[config.mk]
export PLATFORM = sky130hd
export DESIGN_NAME = keypad_decoder
export DESIGN_NICKNAME = d
export VERILOG_FILES = /design/src/rtl/keypad_pkg.sv /design/src/rtl/keypad_col_scan.sv /design/src/rtl/keypad_decoder.sv
export SDC_FILE = /design/constraint.sdc
export NUM_CORES = 1
export LEC_CHECK = 0
export CAP_MARGIN = 20
export CORE_MARGIN = 4
export CORE_UTILIZATION = 25
export CTS_CLUSTER_DIAMETER = 100
export DETAILED_ROUTE_END_ITERATION = 16
export PLACE_DENSITY_LB_ADDON = 0.15
export SKIP_CTS_REPAIR_TIMING = 1
export SYNTH_ARGS = -nofsm -noshare
export SYNTH_HDL_FRONTEND = slang
export SYNTH_SLANG_ARGS = --single-unit
[constraint.sdc]
create_clock -name clk -period 2 [get_ports clk]
set_input_delay 0.4 -clock clk [delete_from_list [all_inputs] [get_ports clk]]
set_output_delay 0.4 -clock clk [all_outputs]
set_load 0.02 [all_outputs]
[src/rtl/keypad_pkg.sv]
// Shared types and helpers for the 4x4 keypad scanner: FSM states, line constants
// and the (col,row) -> hex keymap.
package keypad_pkg;

  typedef enum logic [1:0] {
    ST_SCAN     = 2'd0,
    ST_DEBOUNCE = 2'd1,
    ST_HELD     = 2'd2
  } state_t;

  localparam logic [3:0] COL_RESET = 4'b1110;
  localparam logic [3:0] ROW_IDLE  = 4'hF;

  // True when exactly one active-low line is asserted.
  function automatic logic single_low(input logic [3:0] lines);
    logic res;
    case (lines)
      4'b1110, 4'b1101, 4'b1011, 4'b0111: res = 1'b1;
      default:                            res = 1'b0;
    endcase
    return res;
  endfunction

  function automatic logic [1:0] line_idx(input logic [3:0] lines);
    logic [1:0] res;
    case (lines)
      4'b1101: res = 2'd1;
      4'b1011: res = 2'd2;
      4'b0111: res = 2'd3;
      default: res = 2'd0;
    endcase
    return res;
  endfunction

  function automatic logic [3:0] keymap(input logic [1:0] col_idx, input logic [1:0] row_idx);
    logic [3:0] res;
    case ({row_idx, col_idx})
      4'b0000: res = 4'h1;
      4'b0001: res = 4'h2;
      4'b0010: res = 4'h3;
      4'b0011: res = 4'hA;
      4'b0100: res = 4'h4;
      4'b0101: res = 4'h5;
      4'b0110: res = 4'h6;
      4'b0111: res = 4'hB;
      4'b1000: res = 4'h7;
      4'b1001: res = 4'h8;
      4'b1010: res = 4'h9;
      4'b1011: res = 4'hC;
      4'b1100: res = 4'h0;
      4'b1101: res = 4'hF;
      4'b1110: res = 4'hE;
      default: res = 4'hD;
    endcase
    return res;
  endfunction

endpackage

[src/rtl/keypad_col_scan.sv]
// Scan tick divider and one-cold column ring. The ring rotates on tick unless
// frozen, or immediately when the decoder requests an advance.
module keypad_col_scan
  import keypad_pkg::*;
#(
  parameter int unsigned SCAN_DIV = 100000
) (
  input  logic       clk,
  input  logic       rst_n,
  input  logic       i_freeze,
  input  logic       i_advance,
  output logic       o_tick_c,
  output logic [3:0] o_col
);

  localparam int unsigned TICK_W = (SCAN_DIV > 1) ? $clog2(SCAN_DIV) : 1;
  localparam logic [TICK_W-1:0] TICK_LAST = TICK_W'(SCAN_DIV - 1);

  logic [TICK_W-1:0] r_tick_cnt;
  logic [3:0]        r_col;
  logic              w_rotate;

  assign o_tick_c = (r_tick_cnt == TICK_LAST);
  assign w_rotate = i_advance || (o_tick_c && !i_freeze);
  assign o_col    = r_col;

  always_ff @(posedge clk or negedge rst_n) begin
    if (!rst_n) begin
      r_tick_cnt <= '0;
      r_col      <= COL_RESET;
    end else begin
      r_tick_cnt <= o_tick_c ? '0 : r_tick_cnt + TICK_W'(1);
      if (w_rotate) begin
        r_col <= {r_col[2:0], r_col[3]};
      end
    end
  end

endmodule

[src/rtl/keypad_decoder.sv]
// 4x4 matrix keypad decoder: row synchroniser, press/release debounce FSM and
// key strobe outputs. Optional auto-repeat while held: define KEYPAD_REPEAT_EN.
module keypad_decoder
  import keypad_pkg::*;
#(
  parameter int unsigned SCAN_DIV         = 100000,
  parameter int unsigned DEBOUNCE_SAMPLES = 4
`ifdef KEYPAD_REPEAT_EN
  ,
  parameter int unsigned REPEAT_DLY       = 125,
  parameter int unsigned REPEAT_PER       = 25
`endif
) (
  input  logic       clk,
  input  logic       rst_n,
  input  logic [3:0] row,
  output logic [3:0] col,
  output logic       key_valid,
  output logic [3:0] key_code,
  output logic       key_held
);

  localparam int unsigned CNT_W = $clog2(DEBOUNCE_SAMPLES + 1);
  localparam logic [CNT_W-1:0] CNT_DONE = CNT_W'(DEBOUNCE_SAMPLES);

  logic [3:0]       r_row_meta;
  logic [3:0]       r_row_sync;
  state_t           r_state;
  logic [CNT_W-1:0] r_cnt;
  logic [3:0]       r_cand_row;
  logic             r_key_valid;
  logic [3:0]       r_key_code;
  logic             r_key_held;

  state_t           w_state_nxt;
  logic [CNT_W-1:0] w_cnt_nxt;
  logic [CNT_W-1:0] w_cnt_inc;
  logic [3:0]       w_cand_nxt;
  logic             w_valid_nxt;
  logic [3:0]       w_code_nxt;
  logic             w_held_nxt;
  logic             w_tick_c;
  logic             w_freeze_c;
  logic             w_advance_c;
  logic [3:0]       w_col;
  logic             w_single_c;
  logic             w_match_c;
  logic             w_idle_c;

`ifdef KEYPAD_REPEAT_EN
  localparam int unsigned REP_MAX = (REPEAT_DLY > REPEAT_PER) ? REPEAT_DLY : REPEAT_PER;
  localparam int unsigned REP_W   = $clog2(REP_MAX + 1);

  logic [REP_W-1:0] r_rep;
  logic             r_rep_armed;
  logic [REP_W-1:0] w_rep_nxt;
  logic             w_rep_armed_nxt;
  logic [REP_W-1:0] w_rep_tgt;

  // First repeat waits REPEAT_DLY ticks, later ones REPEAT_PER ticks.
  assign w_rep_tgt = r_rep_armed ? REP_W'(REPEAT_PER) : REP_W'(REPEAT_DLY);
`endif

  keypad_col_scan #(
    .SCAN_DIV (SCAN_DIV)
  ) u_col_scan (
    .clk       (clk),
    .rst_n     (rst_n),
    .i_freeze  (w_freeze_c),
    .i_advance (w_advance_c),
    .o_tick_c  (w_tick_c),
    .o_col     (w_col)
  );

  assign col       = w_col;
  assign key_valid = r_key_valid;
  assign key_code  = r_key_code;
  assign key_held  = r_key_held;

  assign w_single_c = single_low(r_row_sync);
  assign w_match_c  = (r_row_sync == r_cand_row);
  assign w_idle_c   = (r_row_sync == ROW_IDLE);
  assign w_cnt_inc  = (r_cnt == CNT_DONE) ? r_cnt : r_cnt + CNT_W'(1);

  always_ff @(posedge clk or negedge rst_n) begin
    if (!rst_n) begin
      r_row_meta  <= ROW_IDLE;
      r_row_sync  <= ROW_IDLE;
      r_state     <= ST_SCAN;
      r_cnt       <= '0;
      r_cand_row  <= ROW_IDLE;
      r_key_valid <= 1'b0;
      r_key_code  <= 4'h0;
      r_key_held  <= 1'b0;
`ifdef KEYPAD_REPEAT_EN
      r_rep       <= '0;
      r_rep_armed <= 1'b0;
`endif
    end else begin
      r_row_meta  <= row;
      r_row_sync  <= r_row_meta;
      r_state     <= w_state_nxt;
      r_cnt       <= w_cnt_nxt;
      r_cand_row  <= w_cand_nxt;
      r_key_valid <= w_valid_nxt;
      r_key_code  <= w_code_nxt;
      r_key_held  <= w_held_nxt;
`ifdef KEYPAD_REPEAT_EN
      r_rep       <= w_rep_nxt;
      r_rep_armed <= w_rep_armed_nxt;
`endif
    end
  end

  // Next-state and output logic; rows are only sampled on scan ticks.
  always_comb begin
    w_state_nxt = r_state;
    w_cnt_nxt   = r_cnt;
    w_cand_nxt  = r_cand_row;
    w_valid_nxt = 1'b0;
    w_code_nxt  = r_key_code;
    w_held_nxt  = r_key_held;
    w_freeze_c  = 1'b1;
    w_advance_c = 1'b0;
`ifdef KEYPAD_REPEAT_EN
    w_rep_nxt       = r_rep;
    w_rep_armed_nxt = r_rep_armed;
`endif

    case (r_state)
      ST_SCAN: begin
        // Multi-key chords read as no key, so only a single low row stops the ring.
        w_freeze_c = w_single_c;
        if (w_tick_c && w_single_c) begin
          w_cand_nxt  = r_row_sync;
          w_cnt_nxt   = CNT_W'(1);
          w_state_nxt = ST_DEBOUNCE;
        end
      end

      ST_DEBOUNCE: begin
        if (w_tick_c) begin
          if (w_match_c) begin
            if (w_cnt_inc == CNT_DONE) begin
              w_cnt_nxt   = '0;
              w_code_nxt  = keymap(line_idx(w_col), line_idx(r_cand_row));
              w_valid_nxt = 1'b1;
              w_held_nxt  = 1'b1;
              w_state_nxt = ST_HELD;
`ifdef KEYPAD_REPEAT_EN
              w_rep_nxt       = '0;
              w_rep_armed_nxt = 1'b0;
`endif
            end else begin
              w_cnt_nxt = w_cnt_inc;
            end
          end else begin
            w_cnt_nxt   = '0;
            w_state_nxt = ST_SCAN;
          end
        end
      end

      ST_HELD: begin
        if (w_tick_c) begin
          if (w_idle_c) begin
            if (w_cnt_inc == CNT_DONE) begin
              w_cnt_nxt   = '0;
              w_held_nxt  = 1'b0;
              w_advance_c = 1'b1;
              w_state_nxt = ST_SCAN;
            end else begin
              w_cnt_nxt = w_cnt_inc;
            end
          end else begin
            w_cnt_nxt = '0;
          end
`ifdef KEYPAD_REPEAT_EN
          if (w_match_c) begin
            if (r_rep + REP_W'(1) == w_rep_tgt) begin
              w_rep_nxt       = '0;
              w_rep_armed_nxt = 1'b1;
              w_valid_nxt     = 1'b1;
            end else begin
              w_rep_nxt = r_rep + REP_W'(1);
            end
          end else begin
            w_rep_nxt       = '0;
            w_rep_armed_nxt = 1'b0;
          end
`endif
        end
      end

      default: begin
        w_cnt_nxt   = '0;
        w_state_nxt = ST_SCAN;
      end
    endcase
  end

endmodule

==> results_tabular.tex, run 1 <==
\begin{tabular}{lr}
\hline
Metric & Value \\
\hline
\multicolumn{2}{l}{\textbf{Outcome}} \\
Status & completed \\
\multicolumn{2}{l}{\textbf{Power and ir drop}} \\
Pwr dens & 524.3 mW/mm\^{}2 \\
Maximum VDD drop & 0.0003427 V \\
Leak pwr & 0.001400 uW \\
\multicolumn{2}{l}{\textbf{GRT}} \\
Global-route wire length before repair & 8769 um \\
Largest net degree at the start of global routing & 45 \\
Initial antenna violation count & 0 \\
GRT Residual Overflow & 0 \\
Via count of the first global-routing pass & 1816 \\
Total GRT Usage & 0.09658 \\
\multicolumn{2}{l}{\textbf{Floorplan}} \\
Die height & 105.3 um \\
IO Count & 16 \\
Area enclosed by the die boundary & 0.01110 mm\^{}2 \\
Initial core utilization & 0.2563 \\
CORE AREA & 0.009240 mm\^{}2 \\
Row Count & 35 \\
Die Wd & 105.3 um \\
\multicolumn{2}{l}{\textbf{Synthesis}} \\
Number of flops mapped to enable cells by yosys & 0 \\
Synthesized flop and latch total & 44 \\
Most frequent cell after synthesis & dfrtp\_1 \\
Most instantiated cells after synthesis & 29 x dfrtp\_1, 19 x nand2\_1, 15 x dfstp\_2, 14 x nor2\_1, 13 x xor2\_1 \\
Portion of synthesized cell area occupied by the leading cell type & 0.3064 \\
Async set or reset register ratio after synthesis & 1.000 \\
Synth Warn \# & 0 \\
Synth Instances & 227 \\
Post-synthesis average cell area & 10.43 um\^{}2 \\
Mapped Nets & 240 \\
Most used flip-flop cell after synthesis & dfrtp\_1 \\
Cells taking the most area after synthesis & dfrtp\_1 31\%, dfstp\_2 17\%, mux2\_2 5.7\% \\
Arithmetic-cell share of the synthesized area counting full adders, half adders and majority gates & 0.03698 \\
Fraction of synthesized cell area in xor and xnor cells & 0.08135 \\
Post-synthesis compound-gate area fraction & 0.1030 \\
Post-Synth Simple-Gate Area & 0.2097 \\
Multiplexer share of the synthesized area & 0.06128 \\
Distinct cells, synth & 43 \\
Largest family of logic cells by synthesized area & simple AND/OR/NAND/NOR gates \\
Portion of the post-synthesis area used by sequential elements & 0.4728 \\
Library cell occupying the most area in the post-synthesis netlist & dfrtp\_1 \\
Syn Std Cell Area & 0.002369 mm\^{}2 \\
\multicolumn{2}{l}{\textbf{Setup path}} \\
Startpoint of the worst-slack reg-to-reg timing path & r\_row\_sync[3] \\
Category of the most critical setup path & register to register \\
Worst r2r path cells & 7 \\
WP buf/inv & 3 \\
Crit-path most repeated cell & buf\_6 \\
Slowest cell on the critical path & dfstp\_2 \\
Cell-by-cell trace of the critical path & buf\_6 > xnor2\_2 > o211a\_1 > buf\_6 > nor4\_4 > buf\_4 > mux2\_4 \\
Worst EP arrival & 2.18 ns \\
Critical path's top delay family & flip-flops \\
Critical R2R Capture & r\_cand\_row[0] \\
Type of element launching the critical path & register \\
Maximum fanout count along the critical path & 6 \\
Kind of end point of the critical path & register \\
Critical Path Max Stage Delay & 0.63 ns \\
FF-to-FF setup slack & 0.05 ns \\
Worst EP required & 2.23 ns \\
\multicolumn{2}{l}{\textbf{Clock network}} \\
Buffer cell driving the clock tree root & clkbuf\_8 \\
Clock tree from TritonCTS & built \\
Depth of the CTS H-tree & 2 \\
Buffer depth of the longest clock path & 2 \\
Clock-pin slew on the worst setup and hold paths & 0.08 ns \\
CTS Buf Count & 5 \\
Worst-skew pair later-pin latency & 0.30 ns \\
Count of clock tree sinks & 44 \\
\multicolumn{2}{l}{\textbf{STA}} \\
Total count of max-transition violations in the final report & 0 \\
Final-report setup violation count & 0 \\
Slew at the pin with the worst max-slew slack & 0.3355 ns \\
Crit path time final & 1.950 ns \\
Layout Skew & 0.006520 ns \\
Worst slew margin relative to its limit & 0.7754 \\
Final count of hold timing violations & 0 \\
Fmax & 0.5127 GHz \\
RSZ-0062 raised after global routing & true \\
Slack of the critical path & 0.04963 ns \\
Final Cycle Share & 0.9752 \\
\multicolumn{2}{l}{\textbf{Drt}} \\
Number of nets with antenna violations after routing & 0 \\
Total via count in the routed design & 1795 \\
Aggregate routed wire length & 5135 um \\
Post-detailed-route via-to-cell ratio & 4.367 \\
Number of design-rule violations left by the first detailed-router iteration & 77 \\
Post-route DRC violation count & 0 \\
Routed length per placed instance & 12.49 um \\
First drt pass iteration count & 5 \\
\multicolumn{2}{l}{\textbf{Layout}} \\
Layout filler cell count & 936 \\
Ratio of cells with drive above 1 in the final layout & 0.3617 \\
Final cell area excluding filler cells & 0.003231 mm\^{}2 \\
Ant. Diodes & 0 \\
Area growth from synthesis to layout & 36.40\% \\
Number of nets at the end of the flow & 294 \\
\multicolumn{2}{l}{\textbf{Place}} \\
HPWL after DPL & 3538 um \\
Input/output buffers & 15 \\
Post-place setup slack & -0.03508 ns \\
Placed instance area & 0.002893 mm\^{}2 \\
GPL Wtd Cong & 0.7178 \\
\multicolumn{2}{l}{\textbf{Hold path}} \\
Worst hold-check path type & primary input to async pin \\
\multicolumn{2}{l}{\textbf{Run}} \\
Maximum Capacitance Violations & 0 \\
\hline
\end{tabular}
-- placed cells by master (no fill, tap or decap), types with 2 or more instances in the layout --
cell,n
buf_4,40
dfrtp_1,29
nand2_1,19
dfstp_2,15
nor2_1,14
xor2_1,13
clkdlybuf4s50_1,11
o21ai_0,10
nand3_1,8
xnor2_1,8
a21oi_1,8
inv_1,7
mux2_4,7
nor3_1,6
nand2b_1,5
mux2_2,5
ha_1,5
clkbuf_8,5
or3_1,4
nand4_1,4
nor2b_1,3
and2_1,3
buf_6,3
and3_4,2
nor4b_4,2
o21ai_2,2
o21a_1,2
a31oi_1,2
nand4b_1,2
o31ai_1,2
o22ai_1,2
ha_4,2
clkbuf_16,2
dlymetal6s2s_1,2
-- per-layer routing --
| layer | vias up | wire [um] | GRT usage |
|---|---|---|---|
| li1 | 897 | - | - |
| met1 | 882 | 2603 | 0.1364 |
| met2 | 11 | 2367 | 0.1471 |
| met3 | 5 | 89 | 0.02021 |
| met4 | 0 | 76 | 0.03093 |
| met5 | - | 0 | 0 |
-- worst max path at each step --
stage	slack (ns)	to	from	cells after the start
after CTS	-0.06	key_code[1]	u_col_scan.o_col[3]	9
final	0.05	r_cand_row[0]	r_row_sync[3]	7
after floorplan	0.01	key_code[2]	u_col_scan.o_col[3]	9
after global routing	-0.05	key_code[1]	u_col_scan.o_col[3]	9
after detailed placement	-0.04	key_code[2]	r_cnt[0]	7
after global placement	-0.03	key_code[1]	r_cnt[0]	7
-- through the flow --
step | TNS [ns] | power [uW] | cells | hold slack, ns | util
after global placement | -0.1324 | 987.4 | 393 | 0.3461 | 0.3131
after floorplan | 0 | 948.7 | 227 | 0.1044 | -
after detailed placement | -0.1265 | 988.2 | 393 | 0.3469 | 0.3131
final | 0 | 1694 | 411 | 0.07121 | 0.3496
after global routing | -0.1922 | 1780 | 411 | 0.09759 | 0.3496
after CTS | -0.2085 | 1711 | 401 | 0.07967 | 0.3263
-- state kept, by name, indices dropped and copies added (netlist names) --
register and cells:
u_col_scan.r_tick_cnt 17, key_valid 1, r_row_sync 4, u_col_scan.o_col 4, key_held 1, r_cnt 3
key_code 4, r_cand_row 4, r_state 2, r_row_meta 4
-- area by class of cell --
| cell class | instances | area [um^2] | share of cell area |
|---|---|---|---|
| clock buffer | 8 | 122.6 | 0.03796 |
| multi-input combinational | 163 | 1296 | 0.4012 |
| inverter | 9 | 36.28 | 0.01123 |
| timing repair buffer | 58 | 494.2 | 0.1530 |
| tap | 129 | 161.4 | 0.04996 |
| sequential | 44 | 1120 | 0.3466 |
-- power by group --
part	internal [uW]	leakage [uW]	switching, uW
Sequential	905	0.000547	12.0
Clock	399	0.0000618	313
Combinational	32.8	0.000791	31.8
-- cells by family after synthesis --
| family | Yosys count |
|---|---|
| compound gates | 39 |
| xor+xnor | 22 |
| fa+ha+maj | 7 |
| buf+inv | 20 |
| flops | 44 |
| mux | 13 |
| simple gates | 82 |
Power figures use the tool's default switching activity.
==> run 2: changes to the inputs <==
CAP_MARGIN = default   (was 20)
SKIP_CTS_REPAIR_TIMING = default   (was 1)
==> run 2 against run 1 <==
  * Die area unchanged
  * Final cell count up 1.2%
  * Count of clock-buffer cells in the layout unchanged
  * Critical path depth up 2
  * Via count up 0.28%
  * Sequential share of layout area down 0.41 points
  * Worst setup slack worse by 0.0015 ns
  * Flip-flop and latch count unchanged
  * Critical path type unchanged
  * Largest cell class unchanged
==> results_tabular.tex, run 2 (synthesis results as in run 1) <==
\begin{tabular}{lr}
\hline
Metric & Value \\
\hline
\multicolumn{2}{l}{\textbf{Drt}} \\
First drt pass iteration count & 4 \\
Total via count in the routed design & 1800 \\
Number of nets with antenna violations after routing & 0 \\
Aggregate routed wire length & 5132 um \\
Number of design-rule violations left by the first detailed-router iteration & 61 \\
Routed length per placed instance & 12.34 um \\
Post-detailed-route via-to-cell ratio & 4.327 \\
Post-route DRC violation count & 0 \\
\multicolumn{2}{l}{\textbf{Layout}} \\
Final Non-Filler Cells & 416 \\
Number of nets at the end of the flow & 299 \\
Ratio of cells with drive above 1 in the final layout & 0.3763 \\
Leading cell types in the layout, fill and taps excluded & 45 x buf\_4, 29 x dfrtp\_1, 19 x nand2\_1, 15 x dfstp\_2, 14 x nor2\_1 \\
Area growth from synthesis to layout & 38.04\% \\
Most common cell after layout, fill and taps aside & buf\_4 \\
Layout filler cell count & 930 \\
Number of flip-flops under the largest register name & 17 \\
Register with the most flip-flops & u\_col\_scan.r\_tick\_cnt \\
Ant. Diodes & 0 \\
Final cell area excluding filler cells & 0.003269 mm\^{}2 \\
\multicolumn{2}{l}{\textbf{Outcome}} \\
Status & completed \\
\multicolumn{2}{l}{\textbf{Power and ir drop}} \\
Tot Pwr & 1688 uW \\
Maximum VDD drop & 0.0003421 V \\
Sequential group share of total power & 0.541 \\
Leak pwr & 0.001429 uW \\
Share of power burned in the clock network & 0.420 \\
Sw Ratio & 0.2084 \\
Net switching power figure & 351.9 uW \\
Combinational share of power & 0.039 \\
Internal Pwr Total & 1337 uW \\
Pwr dens & 516.4 mW/mm\^{}2 \\
\multicolumn{2}{l}{\textbf{Setup path}} \\
Critical path's top delay family & flip-flops \\
Worst EP required & 2.18 ns \\
Crit-path most repeated cell & mux2\_4 \\
Maximum fanout count along the critical path & 5 \\
Worst EP arrival & 2.13 ns \\
Type of element launching the critical path & register \\
Kind of end point of the critical path & register \\
Category of the most critical setup path & register to register \\
Cell-by-cell trace of the critical path & xor2\_1 > and3\_4 > buf\_4 > ha\_4 > mux2\_4 > o22ai\_4 > a21oi\_2 > nor2b\_1 > mux2\_4 \\
Critical Path Max Stage Delay & 0.59 ns \\
Slowest cell on the critical path & dfstp\_2 \\
WP buf/inv & 1 \\
\multicolumn{2}{l}{\textbf{STA}} \\
Slew at the pin with the worst max-slew slack & 0.3355 ns \\
Crit path time final & 1.952 ns \\
Fmax & 0.5123 GHz \\
Total count of max-transition violations in the final report & 0 \\
Final Cycle Share & 0.9759 \\
Slack of the critical path & 0.04814 ns \\
Final count of hold timing violations & 0 \\
Final-report setup violation count & 0 \\
Worst slew margin relative to its limit & 0.7754 \\
Layout Skew & 0.008355 ns \\
Final-layout worst hold slack & 0.07264 ns \\
\multicolumn{2}{l}{\textbf{GRT}} \\
Initial antenna violation count & 0 \\
Global-route wire length before repair & 8970 um \\
Largest net degree at the start of global routing & 45 \\
GRT Residual Overflow & 0 \\
Total GRT Usage & 0.09891 \\
Via count of the first global-routing pass & 1865 \\
\multicolumn{2}{l}{\textbf{Clock network}} \\
Worst-skew pair later-pin latency & 0.30 ns \\
Depth of the CTS H-tree & 2 \\
CTS Buf Count & 5 \\
Clock-pin slew on the worst setup and hold paths & 0.08 ns \\
Count of clock tree sinks & 44 \\
Post-cts hold buffer count & 0 \\
Buffer depth of the longest clock path & 2 \\
Clock tree from TritonCTS & built \\
Buffer cell driving the clock tree root & clkbuf\_8 \\
\multicolumn{2}{l}{\textbf{Place}} \\
Post-place setup slack & -0.03508 ns \\
Placed instance area & 0.002893 mm\^{}2 \\
HPWL after DPL & 3538 um \\
GPL Wtd Cong & 0.7178 \\
Input/output buffers & 15 \\
Placed cell count & 393 \\
\multicolumn{2}{l}{\textbf{Floorplan}} \\
Area enclosed by the die boundary & 0.01110 mm\^{}2 \\
IO Count & 16 \\
Initial core utilization & 0.2563 \\
Die Wd & 105.3 um \\
CORE AREA & 0.009240 mm\^{}2 \\
Row Count & 35 \\
Die height & 105.3 um \\
\multicolumn{2}{l}{\textbf{Run}} \\
Maximum Capacitance Violations & 0 \\
\multicolumn{2}{l}{\textbf{Hold path}} \\
Worst hold-check path type & primary input to async pin \\
\hline
\end{tabular}
## run 2: cell count changes in the layout (fill, tap and decap cells not counted), sizes merged
cell and change:
buf +4, dlymetal6s2s +1
## run 2: what timing repair did
item,CTS,global route
resized for setup,1,32
pin swaps,4,13
gates cloned,0,0
endpoints found under the setup margin,4,14
setup buffers,5,10
## run 2: final cells by class
class / count / area (um^2) / area share
timing repair buffer: 63 / 533.0 / 0.1630
sequential: 44 / 1120 / 0.3425
clock buffer: 8 / 122.6 / 0.03750
tap: 129 / 161.4 / 0.04937
multi-input combinational: 163 / 1296 / 0.3965
inverter: 9 / 36.28 / 0.01110
## run 2: layer usage
metal | track usage | up-vias | routed length [um]
met5 | 0 | - | 0
met4 | 0.03093 | 0 | 77
met3 | 0.02021 | 5 | 88
met2 | 0.1548 | 11 | 2402
met1 | 0.1367 | 876 | 2563
li1 | - | 908 | -
## run 2: through the flow
step / TNS (ns) / util
final: 0 / 0.3538
after global routing: -0.1024 / 0.3538
after CTS: 0 / 0.3311
after detailed placement: -0.1265 / 0.3131
after global placement: -0.1324 / 0.3131
after floorplan: 0 / -
## run 2: power by group through the flow
stage / clock, uW / sequential, uW / combinational (uW)
CTS: 739 / 917 / 55.4
finish: 709 / 913 / 66.5
floorplan: 0 / 922 / 26.5
global placement: 0 / 933 / 54.8
global route: 787 / 915 / 76.6
detailed placement: 0 / 933 / 55.3
## run 2: final timing paths
| check | startpoint | end | slack, ns | cells after the start |
|---|---|---|---|---|
| worst min-delay path | rst_n | key_code[1] | 0.07 | 2 |
| worst max register to register | u_col_scan.o_col[1] | key_code[2] | 0.05 | 9 |
| max in group asynchronous | rst_n | r_cand_row[0] | 1.66 | 2 |
| min in group clk | r_row_meta[2] | r_row_sync[2] | 0.36 | 0 |
| worst min register to register | r_row_meta[2] | r_row_sync[2] | 0.36 | 0 |
| worst max-delay path | u_col_scan.o_col[1] | key_code[2] | 0.05 | 9 |
==> run 3: changes to the inputs <==
CORE_ASPECT_RATIO = 2   (was default)
CORE_MARGIN = 5   (was 4)
==> run 3 against run 2 <==
  * Combinational power down 6.6%
  * Utilization down 1.4 points
  * Sequential share of layout area up 1.2 points
  * Register-to-register slack better by 0.02 ns
  * Sequential power about the same
  * Cell area down 3.3%
  * Largest cell class unchanged
  * Largest power group unchanged
==> results_tabular.tex, run 3 (synthesis results as in run 1) <==
\begin{tabular}{lr}
\hline
Metric & Value \\
\hline
\multicolumn{2}{l}{\textbf{Outcome}} \\
Status & completed \\
\multicolumn{2}{l}{\textbf{Clock network}} \\
Worst-skew pair later-pin latency & 0.28 ns \\
Clock-pin slew on the worst setup and hold paths & 0.06 ns \\
Clock tree from TritonCTS & built \\
CTS Buf Count & 5 \\
Depth of the CTS H-tree & 2 \\
Post-cts hold buffer count & 0 \\
Count of clock tree sinks & 44 \\
Buffer depth of the longest clock path & 2 \\
Buffer cell driving the clock tree root & clkbuf\_16 \\
\multicolumn{2}{l}{\textbf{Drt}} \\
Routed length per placed instance & 15.35 um \\
Number of design-rule violations left by the first detailed-router iteration & 65 \\
Total via count in the routed design & 1835 \\
Post-route DRC violation count & 0 \\
Number of nets with antenna violations after routing & 0 \\
Aggregate routed wire length & 5863 um \\
Post-detailed-route via-to-cell ratio & 4.804 \\
First drt pass iteration count & 4 \\
\multicolumn{2}{l}{\textbf{Layout}} \\
Ratio of cells with drive above 1 in the final layout & 0.3561 \\
Area growth from synthesis to layout & 33.54\% \\
Number of flip-flops under the largest register name & 17 \\
Share of the core filled with cells in the final layout & 0.3393 \\
Most common cell after layout, fill and taps aside & buf\_4 \\
Number of nets at the end of the flow & 290 \\
Ant. Diodes & 0 \\
Final cell area excluding filler cells & 0.003163 mm\^{}2 \\
Register with the most flip-flops & u\_col\_scan.r\_tick\_cnt \\
Leading cell types in the layout, fill and taps excluded & 38 x buf\_4, 29 x dfrtp\_1, 19 x nand2\_1, 15 x dfstp\_2 \\
Layout filler cell count & 955 \\
\multicolumn{2}{l}{\textbf{Setup path}} \\
Category of the most critical setup path & register to output pin \\
Launching instance or port of the critical path & u\_col\_scan.o\_col[3] \\
Type of element launching the critical path & register \\
Critical R2R Capture & key\_code[2] \\
Worst r2r path cells & 9 \\
Critical Path Max Stage Delay & 0.59 ns \\
Worst EP arrival & 1.55 ns \\
Critical path destination & col[3] \\
Cell-by-cell trace of the critical path & buf\_4 > clkdlybuf4s50\_1 \\
Startpoint of the worst-slack reg-to-reg timing path & u\_col\_scan.o\_col[3] \\
Kind of end point of the critical path & output pin \\
Worst EP required & 1.60 ns \\
Maximum fanout count along the critical path & 3 \\
Slowest cell on the critical path & clkdlybuf4s50\_1 \\
FF-to-FF setup slack & 0.07 ns \\
\multicolumn{2}{l}{\textbf{GRT}} \\
Initial antenna violation count & 0 \\
Largest net degree at the start of global routing & 24 \\
Global-route wire length before repair & 9397 um \\
GRT Residual Overflow & 0 \\
Total GRT Usage & 0.1071 \\
Via count of the first global-routing pass & 1963 \\
\multicolumn{2}{l}{\textbf{Power and ir drop}} \\
Tot Pwr & 1853 uW \\
Pwr dens & 585.8 mW/mm\^{}2 \\
Maximum VDD drop & 0.0003334 V \\
Leak pwr & 0.001344 uW \\
\multicolumn{2}{l}{\textbf{STA}} \\
Slew at the pin with the worst max-slew slack & 0.5523 ns \\
Layout Skew & 0.004856 ns \\
Total count of max-transition violations in the final report & 0 \\
Crit path time final & 1.949 ns \\
Worst slew margin relative to its limit & 0.6318 \\
Fmax & 0.5132 GHz \\
Final count of hold timing violations & 0 \\
Final Cycle Share & 0.9744 \\
Final-report setup violation count & 0 \\
\multicolumn{2}{l}{\textbf{Hold path}} \\
Worst hold-check path type & primary input to async pin \\
\multicolumn{2}{l}{\textbf{Place}} \\
GPL Wtd Cong & 0.7645 \\
Input/output buffers & 15 \\
Placed instance area & 0.002884 mm\^{}2 \\
HPWL after DPL & 4639 um \\
\multicolumn{2}{l}{\textbf{Floorplan}} \\
IO Count & 16 \\
Die Wd & 78.83 um \\
Row Count & 50 \\
Initial core utilization & 0.2541 \\
CORE AREA & 0.009321 mm\^{}2 \\
Die height & 147.7 um \\
Area enclosed by the die boundary & 0.01164 mm\^{}2 \\
\multicolumn{2}{l}{\textbf{Run}} \\
Maximum Capacitance Violations & 0 \\
\hline
\end{tabular}
run 3: cell types whose count changed in the layout (fill, tap and decap cells not counted), sizes merged:
| cell | previous run | this run |
|---|---|---|
| buf | 49 | 40 |
| clkbuf | 8 | 7 |
| clkdlybuf4s50 | 11 | 14 |
| clkinv | 0 | 1 |
| dlymetal6s2s | 3 | 0 |
run 3: worst max-delay path: cells and delay by family (launching register included):
| family | cells | cell delay [ns] |
|---|---|---|
| flip-flops | 1 | 0.55 |
| buffers and inverters | 2 | 0.71 |
run 3: worst min-delay path by stage:
stage                                     to  slack, ns  cells past startpoint
floorplan                        key_code[0]       0.10                      0
global placement               r_row_sync[3]       0.35                      0
detailed placement             r_row_sync[0]       0.35                      0
CTS                 u_col_scan.r_tick_cnt[8]       0.12                      1
global route        u_col_scan.r_tick_cnt[8]       0.14                      1
finish              u_col_scan.r_tick_cnt[8]       0.09                      1
run 3: per-stage QoR:
step	setup TNS (ns)	hold WS [ns]	instances	worst slack [ns]
floorplan	0	0.1044	227	0.01119
global placement	-0.07802	0.3459	371	-0.05816
detailed placement	-0.1934	0.3478	371	-0.08662
CTS	0	0.1185	380	0.01245
global route	-0.01374	0.1401	382	-0.01236
finish	0	0.09468	382	0.05127
run 3: layout make-up:
type | instances | area, um^2 | share of cell area
multi-input combinational | 163 | 1270 | 0.4015
timing repair buffer | 54 | 450.4 | 0.1424
sequential | 44 | 1120 | 0.3540
inverter | 9 | 33.78 | 0.01068
clock inverter | 1 | 5.005 | 0.001582
clock buffer | 7 | 153.9 | 0.04866
tap | 104 | 130.1 | 0.04114
run 3: power breakdown:
part | total [uW] | internal (uW) | switching, uW
logic | 62.1 | 27.4 | 34.7
clock network | 877 | 537 | 339
registers | 914 | 906 | 8.20
total | 1850 | 1470 | 382
run 3: routing by layer:
layer | GRT usage | share of wire | vias up
met3 | 0.01341 | 0.016 | 9
li1 | - | - | 893
met2 | 0.2257 | 0.61 | 18
met1 | 0.09213 | 0.34 | 915
met4 | 0.05336 | 0.030 | 0
met5 | 0 | 0 | -
run 3: timing repair:
item                       in CTS  in global routing
gates resized for setup         6                 16
setup endpoints to repair       5                 11
gates cloned                    0                  0
buffers inserted                1                  2
pin swaps                       6                 10
